### config.mk
export PLATFORM = sky130hd
export DESIGN_NAME = placement_registry
export DESIGN_NICKNAME = d
export VERILOG_FILES = /design/src/rtl/placement_registry_pkg.sv /design/src/rtl/placement_registry_box_overlap.sv /design/src/rtl/placement_registry.sv
export SDC_FILE = /design/constraint.sdc
export NUM_CORES = 1
export LEC_CHECK = 0
export ABC_AREA = 1
export CAP_MARGIN = 20
export CORE_UTILIZATION = 46
export DETAILED_ROUTE_END_ITERATION = 12
export HOLD_SLACK_MARGIN = 0.03
export PLACE_DENSITY_LB_ADDON = 0.12
export SYNTH_ARGS = -nofsm -noshare
export SYNTH_HDL_FRONTEND = slang
export SYNTH_SLANG_ARGS = --single-unit
### constraint.sdc
create_clock -name setup_clk -period 4.7 [get_ports setup_clk]
set_input_delay 0.47 -clock setup_clk [delete_from_list [all_inputs] [get_ports setup_clk]]
set_output_delay 0.47 -clock setup_clk [all_outputs]
set_load 0.02 [all_outputs]
### src/rtl/placement_registry_pkg.sv
// Shared definitions for the placement registry: default geometry,
// object kinds and the query FSM encoding.
// Optional feature macro: PLACEMENT_EARLY_EXIT_EN (see placement_registry.sv).
package placement_registry_pkg;

   localparam int X_BITS            = 8;
   localparam int Y_BITS            = 7;
   localparam int NEST_RADIUS       = 6;
   localparam int SUGARPATCH_RADIUS = 4;
   localparam int NEST_NUM          = 4;
   localparam int SUGARPATCH_NUM    = 8;
   localparam int GAP               = 2;

   typedef enum logic {
      KIND_NEST  = 1'b0,
      KIND_PATCH = 1'b1
   } obj_kind_t;

   typedef enum logic [1:0] {
      IDLE = 2'd0,
      SCAN = 2'd1,
      RESP = 2'd2
   } registry_state_t;

endpackage

### src/rtl/placement_registry_box_overlap.sv
// Combinational box-overlap test between a candidate centre and one stored
// centre: both per-axis distances must be within the inclusive threshold.
module box_overlap #(
   parameter int X_BITS = placement_registry_pkg::X_BITS,
   parameter int Y_BITS = placement_registry_pkg::Y_BITS
) (
   input  logic [X_BITS-1:0] ax,
   input  logic [Y_BITS-1:0] ay,
   input  logic [X_BITS-1:0] bx,
   input  logic [Y_BITS-1:0] by,
   input  logic [X_BITS:0]   thr,
   output logic              overlap
);
   import placement_registry_pkg::*;

   // Common compare width wide enough for either axis distance and the threshold.
   localparam int CW = ((X_BITS > Y_BITS) ? X_BITS : Y_BITS) + 1;

   // Distance on the x axis, computed one bit wider so it never wraps.
   function automatic logic [X_BITS:0] abs_dx(input logic [X_BITS-1:0] a,
                                              input logic [X_BITS-1:0] b);
      logic signed [X_BITS+1:0] d;
      d = $signed({2'b00, a}) - $signed({2'b00, b});
      return (d < 0) ? (X_BITS+1)'(-d) : (X_BITS+1)'(d);
   endfunction

   // Distance on the y axis, same widening as abs_dx.
   function automatic logic [Y_BITS:0] abs_dy(input logic [Y_BITS-1:0] a,
                                              input logic [Y_BITS-1:0] b);
      logic signed [Y_BITS+1:0] d;
      d = $signed({2'b00, a}) - $signed({2'b00, b});
      return (d < 0) ? (Y_BITS+1)'(-d) : (Y_BITS+1)'(d);
   endfunction

   logic [CW-1:0] dx_w;
   logic [CW-1:0] dy_w;
   logic [CW-1:0] thr_w;

   // Zero-extend everything to a common width and compare inclusively.
   always_comb begin
      dx_w    = CW'(abs_dx(ax, bx));
      dy_w    = CW'(abs_dy(ay, by));
      thr_w   = CW'(thr);
      overlap = (dx_w <= thr_w) && (dy_w <= thr_w);
   end

endmodule

### src/rtl/placement_registry.sv
// Placement registry: stores nest and sugar-patch centres written by the
// setup sequencer and answers candidate collision queries by scanning every
// slot, one per cycle, through a single box_overlap comparator.
// Optional feature macro: PLACEMENT_EARLY_EXIT_EN -- when defined, the scan
// stops on the edge after the first hit instead of running all slots.
module placement_registry #(
   parameter int NEST_NUM     = placement_registry_pkg::NEST_NUM,
   parameter int PATCH_NUM    = placement_registry_pkg::SUGARPATCH_NUM,
   parameter int X_BITS       = placement_registry_pkg::X_BITS,
   parameter int Y_BITS       = placement_registry_pkg::Y_BITS,
   parameter int NEST_RADIUS  = placement_registry_pkg::NEST_RADIUS,
   parameter int PATCH_RADIUS = placement_registry_pkg::SUGARPATCH_RADIUS,
   parameter int GAP          = placement_registry_pkg::GAP,
   localparam int ID_W  = ($clog2(NEST_NUM) > $clog2(PATCH_NUM)) ? $clog2(NEST_NUM) : $clog2(PATCH_NUM),
   localparam int N_TOT = NEST_NUM + PATCH_NUM,
   localparam int IDX_W = $clog2(NEST_NUM + PATCH_NUM)
) (
   input  logic                               setup_clk,
   input  logic                               RESET_SIM,
   input  logic                               wr_en,
   input  logic                               wr_kind,
   input  logic [ID_W-1:0]                    wr_id,
   input  logic [X_BITS-1:0]                  wr_x,
   input  logic [Y_BITS-1:0]                  wr_y,
   input  logic                               q_valid,
   output logic                               q_ready,
   input  logic                               q_kind,
   input  logic [X_BITS-1:0]                  q_x,
   input  logic [Y_BITS-1:0]                  q_y,
   output logic                               r_valid,
   input  logic                               r_ready,
   output logic                               r_collision,
   output logic [IDX_W-1:0]                   r_index,
   output logic [NEST_NUM-1:0][X_BITS-1:0]    nests_X,
   output logic [NEST_NUM-1:0][Y_BITS-1:0]    nests_Y,
   output logic [PATCH_NUM-1:0][X_BITS-1:0]   patches_X,
   output logic [PATCH_NUM-1:0][Y_BITS-1:0]   patches_Y,
   output logic [NEST_NUM-1:0]                nest_valid,
   output logic [PATCH_NUM-1:0]               patch_valid
);
   import placement_registry_pkg::*;

   // Half-extent of an object of the given kind.
   function automatic int radius_of(input obj_kind_t k);
      return (k == KIND_PATCH) ? PATCH_RADIUS : NEST_RADIUS;
   endfunction

   registry_state_t    state;
   logic [IDX_W-1:0]   idx;
   obj_kind_t          cand_kind;
   logic [X_BITS-1:0]  cand_x;
   logic [Y_BITS-1:0]  cand_y;
   logic               found;
   logic [IDX_W-1:0]   hit_idx;

   logic [X_BITS-1:0]  slot_x;
   logic [Y_BITS-1:0]  slot_y;
   logic               slot_vld;
   obj_kind_t          slot_kind;
   logic [X_BITS:0]    thr;
   logic               overlap;
   logic               slot_hit;
   logic               last_slot;

   // Storage update: a write lands in any state; out-of-range ids are dropped.
   always_ff @(posedge setup_clk) begin
      if (RESET_SIM) begin
         nests_X     <= '0;
         nests_Y     <= '0;
         patches_X   <= '0;
         patches_Y   <= '0;
         nest_valid  <= '0;
         patch_valid <= '0;
      end else if (wr_en) begin
         if (wr_kind == KIND_NEST) begin
            for (int i = 0; i < NEST_NUM; i++) begin
               if (wr_id == ID_W'(i)) begin
                  nests_X[i]    <= wr_x;
                  nests_Y[i]    <= wr_y;
                  nest_valid[i] <= 1'b1;
               end
            end
         end else begin
            for (int j = 0; j < PATCH_NUM; j++) begin
               if (wr_id == ID_W'(j)) begin
                  patches_X[j]   <= wr_x;
                  patches_Y[j]   <= wr_y;
                  patch_valid[j] <= 1'b1;
               end
            end
         end
      end
   end

   // Select the slot addressed by the scan index from the live storage.
   always_comb begin
      slot_x    = '0;
      slot_y    = '0;
      slot_vld  = 1'b0;
      slot_kind = KIND_NEST;
      for (int s = 0; s < NEST_NUM; s++) begin
         if (idx == IDX_W'(s)) begin
            slot_x    = nests_X[s];
            slot_y    = nests_Y[s];
            slot_vld  = nest_valid[s];
            slot_kind = KIND_NEST;
         end
      end
      for (int j = 0; j < PATCH_NUM; j++) begin
         if (idx == IDX_W'(NEST_NUM + j)) begin
            slot_x    = patches_X[j];
            slot_y    = patches_Y[j];
            slot_vld  = patch_valid[j];
            slot_kind = KIND_PATCH;
         end
      end
   end

   // Clearance threshold for the current candidate/slot kind pair.
   always_comb begin
      thr = (X_BITS+1)'(radius_of(cand_kind)) + (X_BITS+1)'(radius_of(slot_kind))
          + (X_BITS+1)'(GAP);
   end

   box_overlap #(
      .X_BITS (X_BITS),
      .Y_BITS (Y_BITS)
   ) u_box_overlap (
      .ax      (cand_x),
      .ay      (cand_y),
      .bx      (slot_x),
      .by      (slot_y),
      .thr     (thr),
      .overlap (overlap)
   );

   // Hit qualification: empty slots never collide.
   always_comb begin
      slot_hit  = slot_vld && overlap;
      last_slot = (idx == IDX_W'(N_TOT - 1));
   end

   // Query FSM: accept in IDLE, scan every slot, hold the response until taken.
   always_ff @(posedge setup_clk) begin
      if (RESET_SIM) begin
         state     <= IDLE;
         idx       <= '0;
         cand_kind <= KIND_NEST;
         cand_x    <= '0;
         cand_y    <= '0;
         found     <= 1'b0;
         hit_idx   <= '0;
      end else begin
         case (state)
            IDLE: begin
               if (q_valid) begin
                  cand_kind <= obj_kind_t'(q_kind);
                  cand_x    <= q_x;
                  cand_y    <= q_y;
                  idx       <= '0;
                  found     <= 1'b0;
                  hit_idx   <= '0;
                  state     <= SCAN;
               end
            end
            SCAN: begin
               // Only the first hit is kept so the lowest slot is reported.
               if (slot_hit && !found) begin
                  found   <= 1'b1;
                  hit_idx <= idx;
               end
`ifdef PLACEMENT_EARLY_EXIT_EN
               if (slot_hit || last_slot) begin
                  state <= RESP;
               end else begin
                  idx <= idx + 1'b1;
               end
`else
               if (last_slot) begin
                  state <= RESP;
               end else begin
                  idx <= idx + 1'b1;
               end
`endif
            end
            RESP: begin
               if (r_ready) begin
                  state <= IDLE;
               end
            end
            default: state <= IDLE;
         endcase
      end
   end

   // Handshake outputs; the result is only presented while a response is pending.
   always_comb begin
      q_ready     = (state == IDLE);
      r_valid     = (state == RESP);
      r_collision = r_valid && found;
      r_index     = r_collision ? hit_idx : '0;
   end

endmodule

# Word-level counts from Yosys, hierarchy flattened
# Index checks and enable logic that the tools add are counted.
[totals]
latchBits = 0
mem_bits_ro = 0
out_inout_bits = 199
wordCells = 166
reg_bits = 219
memories = 0
ramBits = 0
in_bits = 40
[op_classes]
n_reduce_logical = 25
bitwise = 1
n_div = 0
muxes = 61
mul = 0
addsub = 7
n_eq_ne = 25
n_lt_le_gt_ge = 4
shifts = 0
[op_table]
columns = ["operator", "count"]
rows = [
  ["8-bit two-way mux", 13],
  ["7-bit two-way mux", 12],
  ["3-bit AND reduction", 15],
  ["1-bit two-way mux", 22],
  ["4-bit by 3-bit equality test with 1-bit output, second input constant", 4],
  ["4-bit equality test, second input constant", 4],
  ["4-bit two-way mux", 4],
  ["4-bit one-hot mux with 2 select lines", 2],
  ["3-bit equality test, second input constant", 4],
  ["2-bit two-way mux", 5],
  ["9-bit by 5-bit <= comparator with 1-bit output", 1],
  ["9-bit by 1-bit less-than comparator with 1-bit output, second input constant", 1],
  ["9-bit two-way mux", 1],
  ["9-bit negation", 1],
  ["8-bit by 8-bit subtractor with 9-bit output", 1],
  ["4-bit by 2-bit equality test with 1-bit output, second input constant", 2],
  ["8-bit by 5-bit <= comparator with 1-bit output", 1],
  ["8-bit by 1-bit less-than comparator with 1-bit output, second input constant", 1],
  ["2-bit inequality test, second input constant", 4],
  ["8-bit negation", 1],
  ["7-bit by 7-bit subtractor with 8-bit output", 1],
  ["3-bit by 2-bit equality test with 1-bit output, second input constant", 2],
  ["2-bit one-hot mux with 3 select lines", 1],
  ["4-bit by 2-bit adder with 5-bit output, second input constant", 1],
  ["16 further kinds", 19],
]

# Depth between registers and ports, before layout
# Gate-level depths: netlist of run 1.
[logic_depth]
word_depth = 22
mapped_depth = 39
mapped_depth_nobuf = 39

# By module
# From an unflattened synthesis of run 1, not the netlist that was laid out.
[hier_totals]
cells_unflattened = 1636
area_unflattened_um2 = 11005.6
[by_module_without_submodules]
columns = ["module", "seq_area_each_um2", "n_inst", "area_each_um2", "cells_each"]
rows = [
  ["placement_registry", 4384.2, 1, 9476.6, 1372],
  ["box_overlap", 0.0, 1, 1529.0, 264],
]

# Worst setup path after synthesis of run 1
# Ideal clock, no wire load.
[synth_timing]
kind = "register -> register"
start = "register idx[1]"
end = "register hit_idx[3]"
period_less_slack_ps = 4513
path_buffers = 2
arrival_time_ps = 4398
path_stages_with_launch = 36
path_slack_ps = 187
setup_ps = 115
required_ps = 4585
path_cell_list = "dfxtp_1 > inv_1 > ha_1 > inv_2 > buf_2 > clkbuf_1 > nand3_1 > nand3_1 > o21ai_0 > o21ai_1 > o22ai_1 > o21ai_1 > o311ai_0 > nand3_1 > nand2_1 > fa_1 > inv_1 > ha_1 > nor2_1 > xor2_1 > inv_1 > ha_1 > inv_1 > nor2_1 > o21ai_0 > inv_1 > nand2_1 > nand3_1 > nor2_1 > nand3_1 > o21ai_0 > nand2_1 > nor2_1 > nand3_1 > a21oi_1 > nor2_1"
[synth_via]
elab_chain_cells = 22
elab_cells_between_ends = 74
classes_between = "add/sub (6); order compare (4); eq/ne (12); mux (47); reduce/logical (5)"
[synth_lines]
columns = ["item", "line", "source"]
rows = [
  ["start: declaration", "placement_registry.sv:49", "logic [IDX_W-1:0] idx;"],
  ["start signal: assignment", "placement_registry.sv:182", "idx <= idx + 1'b1;"],
  ["4-bit logical NOT", "placement_registry.sv:102", "if (idx == IDX_W'(s)) begin"],
  ["8-bit two-way mux or 7-bit two-way mux (tied branches) (4 in series)", "placement_registry.sv:102", ""],
  ["8-bit two-way mux or 7-bit two-way mux (tied branches) (8 in series)", "placement_registry.sv:110", "if (idx == IDX_W'(NEST_NUM + j)) begin"],
  ["8-bit by 8-bit subtractor with 9-bit output or 7-bit by 7-bit subtractor with 8-bit output (tied branches)", "placement_registry_box_overlap.sv:23, placement_registry_box_overlap.sv:31", ""],
  ["9-bit negation (tied with other cells)", "placement_registry_box_overlap.sv:24", "return (d < 0) ? (X_BITS+1)'(-d) : (X_BITS+1)'(d);"],
  ["9-bit two-way mux or 8-bit two-way mux (tied branches)", "placement_registry_box_overlap.sv:24, placement_registry_box_overlap.sv:32", ""],
  ["9-bit by 5-bit <= comparator with 1-bit output or 8-bit by 5-bit <= comparator with 1-bit output (tied branches)", "placement_registry_box_overlap.sv:44", "overlap = (dx_w <= thr_w) && (dy_w <= thr_w);"],
  ["1-bit logical AND", "placement_registry_box_overlap.sv:44", ""],
  ["1-bit logical AND *", "placement_registry.sv:139", "slot_hit = slot_vld && overlap;"],
  ["1-bit logical AND *", "placement_registry.sv:168", "if (slot_hit && !found) begin"],
  ["2-bit inequality test (no source line) *", "--", ""],
  ["3-bit AND reduction (no source line) *", "--", ""],
  ["end signal: assignment", "placement_registry.sv:170", "hit_idx <= idx;"],
  ["end: declaration", "placement_registry.sv:54", "logic [IDX_W-1:0] hit_idx;"],
]
# Every way passes the cells marked *; elsewhere a longest branch is shown, timed or not.
# A chain may end at the register's enable or synchronous reset.

# Worst setup path after layout of run 1
[layout_timing]
start = "register idx[0]"
end = "register hit_idx[3]"
# Same word-level chain as after synthesis.

==> results.json, run 1 <==
{
  "status": "finished, final reports clean",
  "cts_hold_buf": 0,
  "synth-simple-area-share_pct": 29.4,
  "num_io_pins": 239,
  "nNetsFinal": 1924,
  "row_count": 55,
  "h-tree-depth": 1,
  "coreArea_um2": 22700,
  "cp.required_ns": 5.16,
  "hold_viol_final": 0,
  "drv_cap": 0,
  "antenna_found_initial": 1,
  "routabilityCongestion": 0.948,
  "cts_tree": "yes",
  "fmaxAchievable_mhz": 219,
  "initial_core_util_pct": 47.1,
  "dp_hpwl_mm": 28.4,
  "area_delta_synth_final_pct": 39.6,
  "overflow": 0,
  "leakagePower_nw": 6.21,
  "worst_pin_slew_ns": 0.768,
  "insertion_delay_ns": 0.52,
  "setup-tns-final_ns": 0,
  "synthMuxAreaShare_pct": 0,
  "cts.sinks": 219,
  "layoutNonFillerInstCount": 2160,
  "ir_worst_vdd_mv": 0.261,
  "path_max_fanout": 4,
  "clockPowerShare_pct": 39.0,
  "root_buffer": "clkbuf_16",
  "antenna_left": 0,
  "critPathSlowestCell": "fa_1",
  "grt_first_pass_wirelength_mm": 59.1,
  "crit_path_max_incr_delay_ns": 0.51,
  "timing.final.ws_setup_ns": 0.130,
  "synth_xor_area_share_pct": 0.164,
  "min_period_ns": 4.57,
  "p_int_w": 0.00363,
  "syn-num-nets": 1677,
  "cts_buffers": 25,
  "r2r-start": "idx[0]$_SDFFE_PP0P_",
  "relSlewSlack_pct": 48.8,
  "synth-adder-area-share_pct": 3.42,
  "rsz0062_at_grt": "yes",
  "die_h_um": 154,
  "drc": 0,
  "finClkSkew_ns": 0.0104,
  "synth_seq_cells": 219,
  "grt_pass1_vias": 10700,
  "start_kind": "flip-flop",
  "dr_total_vias": 11700,
  "hp-start": "patches_Y[3]$_SDFFE_PP0P_",
  "cp-startpoint": "idx[0]$_SDFFE_PP0P_",
  "synth_compound_area_share_pct": 18.7,
  "wl_mm": 38.7,
  "grt_util_all_layers_pct": 31.4,
  "worst_hold_path_type": "reg2reg",
  "drive_above_1_share_pct": 11.5,
  "pwr-share-comb_pct": 23.4,
  "firstDrtPassIters": 5,
  "yosysWarningCount": 0,
  "place_inst": 2104,
  "synth_flop_cell": "dfxtp_1",
  "finalMaxSlewViolations": 0,
  "worstSetupPathType": "reg2reg",
  "synth-seq-area-share_pct": 41.0,
  "seqPwrFrac_pct": 37.6,
  "die_x_um": 154,
  "swShare_pct": 30.2,
  "reg2reg_slack_ns": 0.13,
  "port_buffers": 238,
  "endpoint_kind": "flip-flop",
  "drt_iter0_drc": 882,
  "netlist_instances": 1609,
  "synth-edff-count": 0,
  "min_period_over_period_pct": 97.2,
  "wl_per_cell_um": 17.9,
  "yosysUniqueCellTypes": 39,
  "cp.arrival_ns": 5.03,
  "setup_viol": 0,
  "ys_async_sr_fraction_pct": 0,
  "pre_cts_ws_ns": -0.0437,
  "ctsLongestPathBuffers": 3,
  "utilization_pct": 65.7,
  "viasPerCell": 5.43,
  "clkSlewWorstSetupHoldPaths_ns": 0.06,
  "p_switching_w": 0.00157,
  "grt_max_degree": 183,
  "die_area_um2": 23900,
  "syn_area_per_cell_um2": 6.65,
  "synth_area_um2": 10700,
  "powerDensity_nw_per_um2": 349,
  "synth_top_family_by_area": "simple AND/OR/NAND/NOR gates"
}
==> path summary, 6_finish.rpt <==
check / to / depth (start not counted)
worst max-delay path: hit_idx[3]$_SDFFE_PP0P_ / 37
worst min-delay path: patches_Y[3]$_SDFFE_PP0P_ / 2
worst max register to register: hit_idx[3]$_SDFFE_PP0P_ / 37
worst min register to register: patches_Y[3]$_SDFFE_PP0P_ / 2
==> cell families after synthesis <==
logic type      count (synthesis)
flops                         219
simple gates                  778
xor+xnor                        2
fa+ha+maj                      28
compound gates                374
buf+inv                       208
==> worst max-delay path, delay by kind of cell, from the launching register on <==
kind | cells | cell delay [ns]
adder cells (fa/ha/maj) | 5 | 1.28
AO/OA/AOI/OAI | 7 | 0.67
buffers and inverters | 6 | 0.37
AND/OR/NAND/NOR | 18 | 1.62
flip-flops | 1 | 0.37
XOR/XNOR | 1 | 0.17
==> layout make-up <==
cell class	count	area (um2)
fillers	2031	7780
multi-input cells	1182	5840
flip-flops and latches	219	4390
repair buffers	312	3010
clock buffers	34	749
inverters	116	454
well taps	285	357
clock inverters	11	121
diodes	1	2.50
==> state kept, by name, indices dropped and copies added, names as in the netlist <==
name and cells:
cand_y 7, patch_valid 8, cand_x 8, cand_kind 1, found 1, nest_valid 4, patches_Y 56, patches_X 64
hit_idx 4, nests_Y 28, idx 4, state 2, nests_X 32
==> through the flow <==
| step | hold slack, ns | cell area, um2 | power, W |
|---|---|---|---|
| floorplan | 0.435 | 10700 | 0.00268 |
| global placement | 0.457 | 13600 | 0.00305 |
| detailed placement | 0.461 | 13600 | 0.00306 |
| CTS | 0.473 | 14500 | 0.00508 |
| global route | 0.493 | 14900 | 0.00545 |
| finish | 0.474 | 14900 | 0.00521 |
==> Yosys cell counts, types with 3 or more instances <==
cell type / number / share of area (%)
o22ai_1: 8 / 0.47
nand3_1: 84 / 3.9
nor2_2: 9 / 0.53
o311ai_0: 5 / 0.41
o21a_1: 3 / 0.21
buf_2: 5 / 0.23
nand4_1: 16 / 0.94
o221ai_1: 4 / 0.33
o21ai_0: 253 / 12
clkbuf_1: 83 / 2.9
a21oi_1: 60 / 2.8
o21ai_1: 16 / 0.75
nor3_1: 6 / 0.28
buf_1: 4 / 0.14
inv_2: 13 / 0.46
nor2_1: 455 / 16
nand2_1: 195 / 6.8
dfxtp_1: 219 / 41
inv_1: 102 / 3.6
nand3b_1: 4 / 0.28
a31oi_1: 3 / 0.18
ha_1: 26 / 3.0
o211ai_1: 4 / 0.28
a221oi_1: 7 / 0.57
or2_2: 5 / 0.29
==> metal layers <==
metal  track usage (%)  part of all wire, %
met4              10.3                  2.7
met2              53.0                   48
met3              6.00                  7.5
met1              40.1                   42
met5                 0                    0
==> cell usage in the layout (no fill, tap or decap), drive strengths merged <==
master and count:
o31ai 1, inv 116, o21ai 269, diode 1
bufinv 2, a21oi 62, a31oi 3, nor3 6
clkdlybuf4s50 238, dfxtp 219, a211oi 2, or2 6
buf 73, o211ai 4, nand2 196, nand3b 4
o311ai 7, a221oi 7, fa 2, o221ai 4
a22oi 1, o31a 1, a21boi 2, ha 26
o21a 3, clkinvlp 4, nor2 466, nand4 16
nand3 84, clkbuf 35, o22ai 8, clkinv 5
xor2 2
==> power by group through the flow <==
stage | clock network, W | registers, W | logic [W]
after floorplan | 0 | 0.00202 | 0.000658
after global placement | 0 | 0.00199 | 0.00106
after detailed placement | 0 | 0.00199 | 0.00107
after CTS | 0.00205 | 0.00195 | 0.00108
after global routing | 0.00213 | 0.00196 | 0.00135
final | 0.00203 | 0.00196 | 0.00122
==> what timing repair did <==
item                                    CTS  global route
endpoints found under the setup margin    4             5
gates resized for setup                  10           102
pin swaps                                 4            59
setup buffers                             0             8
cloned                                    0             1
No activity file was read; power rests on OpenSTA's default activity.
==> run 2: changes to the inputs <==
--- a/config.mk
+++ b/config.mk
@@ -7,7 +7,9 @@
 export LEC_CHECK = 0
 export ABC_AREA = 1
 export CAP_MARGIN = 20
-export CORE_UTILIZATION = 46
+export CELL_PAD_IN_SITES_DETAIL_PLACEMENT = 1
+export CELL_PAD_IN_SITES_GLOBAL_PLACEMENT = 1
+export CORE_UTILIZATION = 32
 export DETAILED_ROUTE_END_ITERATION = 12
 export HOLD_SLACK_MARGIN = 0.03
 export PLACE_DENSITY_LB_ADDON = 0.12
==> run 2 against run 1 <==
Compared with the run above: hold slack improved by 0.0036 ns; sequential share of layout area decreased by 1.1 points; sequential power about the same; clock power about the same; combinational power increased by 9.8%; wire length increased by 21%; critical endpoint unchanged; highest routed layer unchanged.
==> results.json, run 2 (same netlist as run 1, synthesis figures left out) <==
{
  "num_io_pins": 239,
  "firstDrtPassIters": 5,
  "path_buf_inv": 7,
  "p_switching_w": 0.00167,
  "rsz0062_at_grt": "yes",
  "clkSlewWorstSetupHoldPaths_ns": 0.06,
  "fmaxAchievable_mhz": 215,
  "wl_per_cell_um": 19.9,
  "die_area_um2": 34200,
  "grt_first_pass_wirelength_mm": 70.8,
  "insertion_delay_ns": 0.55,
  "grt_pass1_vias": 12200,
  "layoutNonFillerInstCount": 2354,
  "largest_reg_flops": 64,
  "finalMaxSlewViolations": 0,
  "setup-tns-final_ns": 0,
  "ir_worst_vdd_mv": 0.246,
  "seqPwrFrac_pct": 36.9,
  "swShare_pct": 31.4,
  "largest-register": "patches_X",
  "min_period_over_period_pct": 98.8,
  "drive_above_1_share_pct": 13.9,
  "root_buffer": "clkbuf_16",
  "finalInstanceArea_um2": 15500,
  "min_period_ns": 4.64,
  "worst_hold_path_type": "reg2reg",
  "wl_mm": 46.8,
  "cp.arrival_ns": 5.08,
  "reg.largest.list": "patches_X (64), patches_Y (56), nests_X (32)",
  "clockPowerShare_pct": 38.0,
  "drv_cap": 0,
  "p_int_w": 0.00366,
  "overflow": 0,
  "whs_ns": 0.478,
  "viasPerCell": 5.09,
  "dr_total_vias": 12000,
  "reg2reg_slack_ns": 0.06,
  "cts_buffers": 26,
  "powerDensity_nw_per_um2": 344,
  "nNetsFinal": 1960,
  "critPathSlowestCell": "dfxtp_4",
  "routabilityCongestion": 0.888,
  "cts.sinks": 219,
  "initial_core_util_pct": 32.7,
  "row_count": 66,
  "final_cell_mix": "nor2_1 (445), clkdlybuf4s50_1 (238), o21ai_0 (234), dfxtp_1 (216), nand2_1 (189)",
  "finClkSkew_ns": 0.0213,
  "ctsLongestPathBuffers": 3,
  "dp_hpwl_mm": 35.0,
  "relSlewSlack_pct": 34.1,
  "drt_iter0_drc": 602,
  "grt_max_degree": 112,
  "crit_top_cell": "o21ai_1",
  "port_buffers": 238,
  "antenna_left": 0,
  "placed_cell_area_um2": 14000,
  "layout_commonest_cell": "nor2_1",
  "cp.required_ns": 5.13,
  "h-tree-depth": 1,
  "start_kind": "flip-flop",
  "cts_tree": "yes",
  "path_max_fanout": 6,
  "die_h_um": 185,
  "worst_pin_slew_ns": 0.985,
  "crit_path_max_incr_delay_ns": 0.38,
  "status": "finished, final reports clean",
  "drc": 0,
  "area_delta_synth_final_pct": 44.9,
  "coreArea_um2": 32700,
  "hold_viol_final": 0,
  "die_x_um": 185,
  "cts_hold_buf": 0,
  "leakagePower_nw": 6.41,
  "endpoint_kind": "flip-flop",
  "antenna_found_initial": 1,
  "setup_viol": 0,
  "grt_util_all_layers_pct": 26.9,
  "cp_top_family": "compound AO/OA/AOI/OAI gates",
  "place_inst": 2288,
  "worstSetupPathType": "reg2reg",
  "pwr-share-comb_pct": 25.1
}
run 2: cell types whose count changed in the layout (fill, tap and decap cells not counted), moves of 4 or more:
cell | before | now
a21oi_1 | 55 | 50
buf_4 | 65 | 96
o21ai_2 | 4 | 10
buf_6 | 4 | 8
clkbuf_1 | 0 | 5
nor2_2 | 10 | 15
o21ai_1 | 29 | 25
run 2: power groups by stage:
stage | logic, W | clock network, W | registers [W]
final | 0.00134 | 0.00203 | 0.00196
after global placement | 0.00110 | 0 | 0.00200
after detailed placement | 0.00114 | 0 | 0.00200
after floorplan | 0.000658 | 0 | 0.00202
after CTS | 0.00120 | 0.00206 | 0.00196
after global routing | 0.00147 | 0.00216 | 0.00197
run 2: area by class of cell:
type | count | area [um2]
clock buffers | 39 | 779
diodes | 1 | 2.50
inverters | 116 | 458
multi-input cells | 1182 | 5950
repair buffers | 347 | 3280
flip-flops and latches | 219 | 4390
well taps | 442 | 553
clock inverters | 8 | 81.3
fillers | 4153 | 17200
run 2: path summary, 6_finish.rpt:
check,from,to,depth (start not counted)
worst max-delay path,idx[0]$_SDFFE_PP0P_,hit_idx[3]$_SDFFE_PP0P_,36
worst min-delay path,patches_X[5]$_SDFFE_PP0P_,patches_X[5]$_SDFFE_PP0P_,2
worst max register to register,idx[0]$_SDFFE_PP0P_,hit_idx[3]$_SDFFE_PP0P_,36
worst min register to register,patches_X[5]$_SDFFE_PP0P_,patches_X[5]$_SDFFE_PP0P_,2
run 2: tightest hold or removal path, cell delays in order, from the launching register on:
cell     delay [ns]
dfxtp_1        0.33
inv_1          0.05
a21oi_1        0.05
run 2: metrics by stage:
step / setup WS (ns) / util [%] / total power [W]
6_report: 0.0564 / 47.4 / 0.00533
5_1_grt: -0.203 / 47.4 / 0.00560
4_1_cts: 0.00293 / 46.1 / 0.00522
3_5_place_dp: -0.280 / 42.8 / 0.00314
3_3_place_gp: -0.0765 / 42.8 / 0.00311
2_1_floorplan: 0.187 / - / 0.00268
run 2: metal layers:
layer	up-vias	routed length, um	GRT usage, %
met1	5797	20600	34.1
met3	63	2210	4.05
met4	0	1240	8.10
met5	-	0	0
li1	5829	-	-
met2	284	22800	46.9
run 2: repair_timing:
action / in CTS / in global routing
buffers inserted: 8 / 9
endpoints found under the setup margin: 5 / 5
pin swaps: 24 / 59
gates resized for setup: 58 / 79
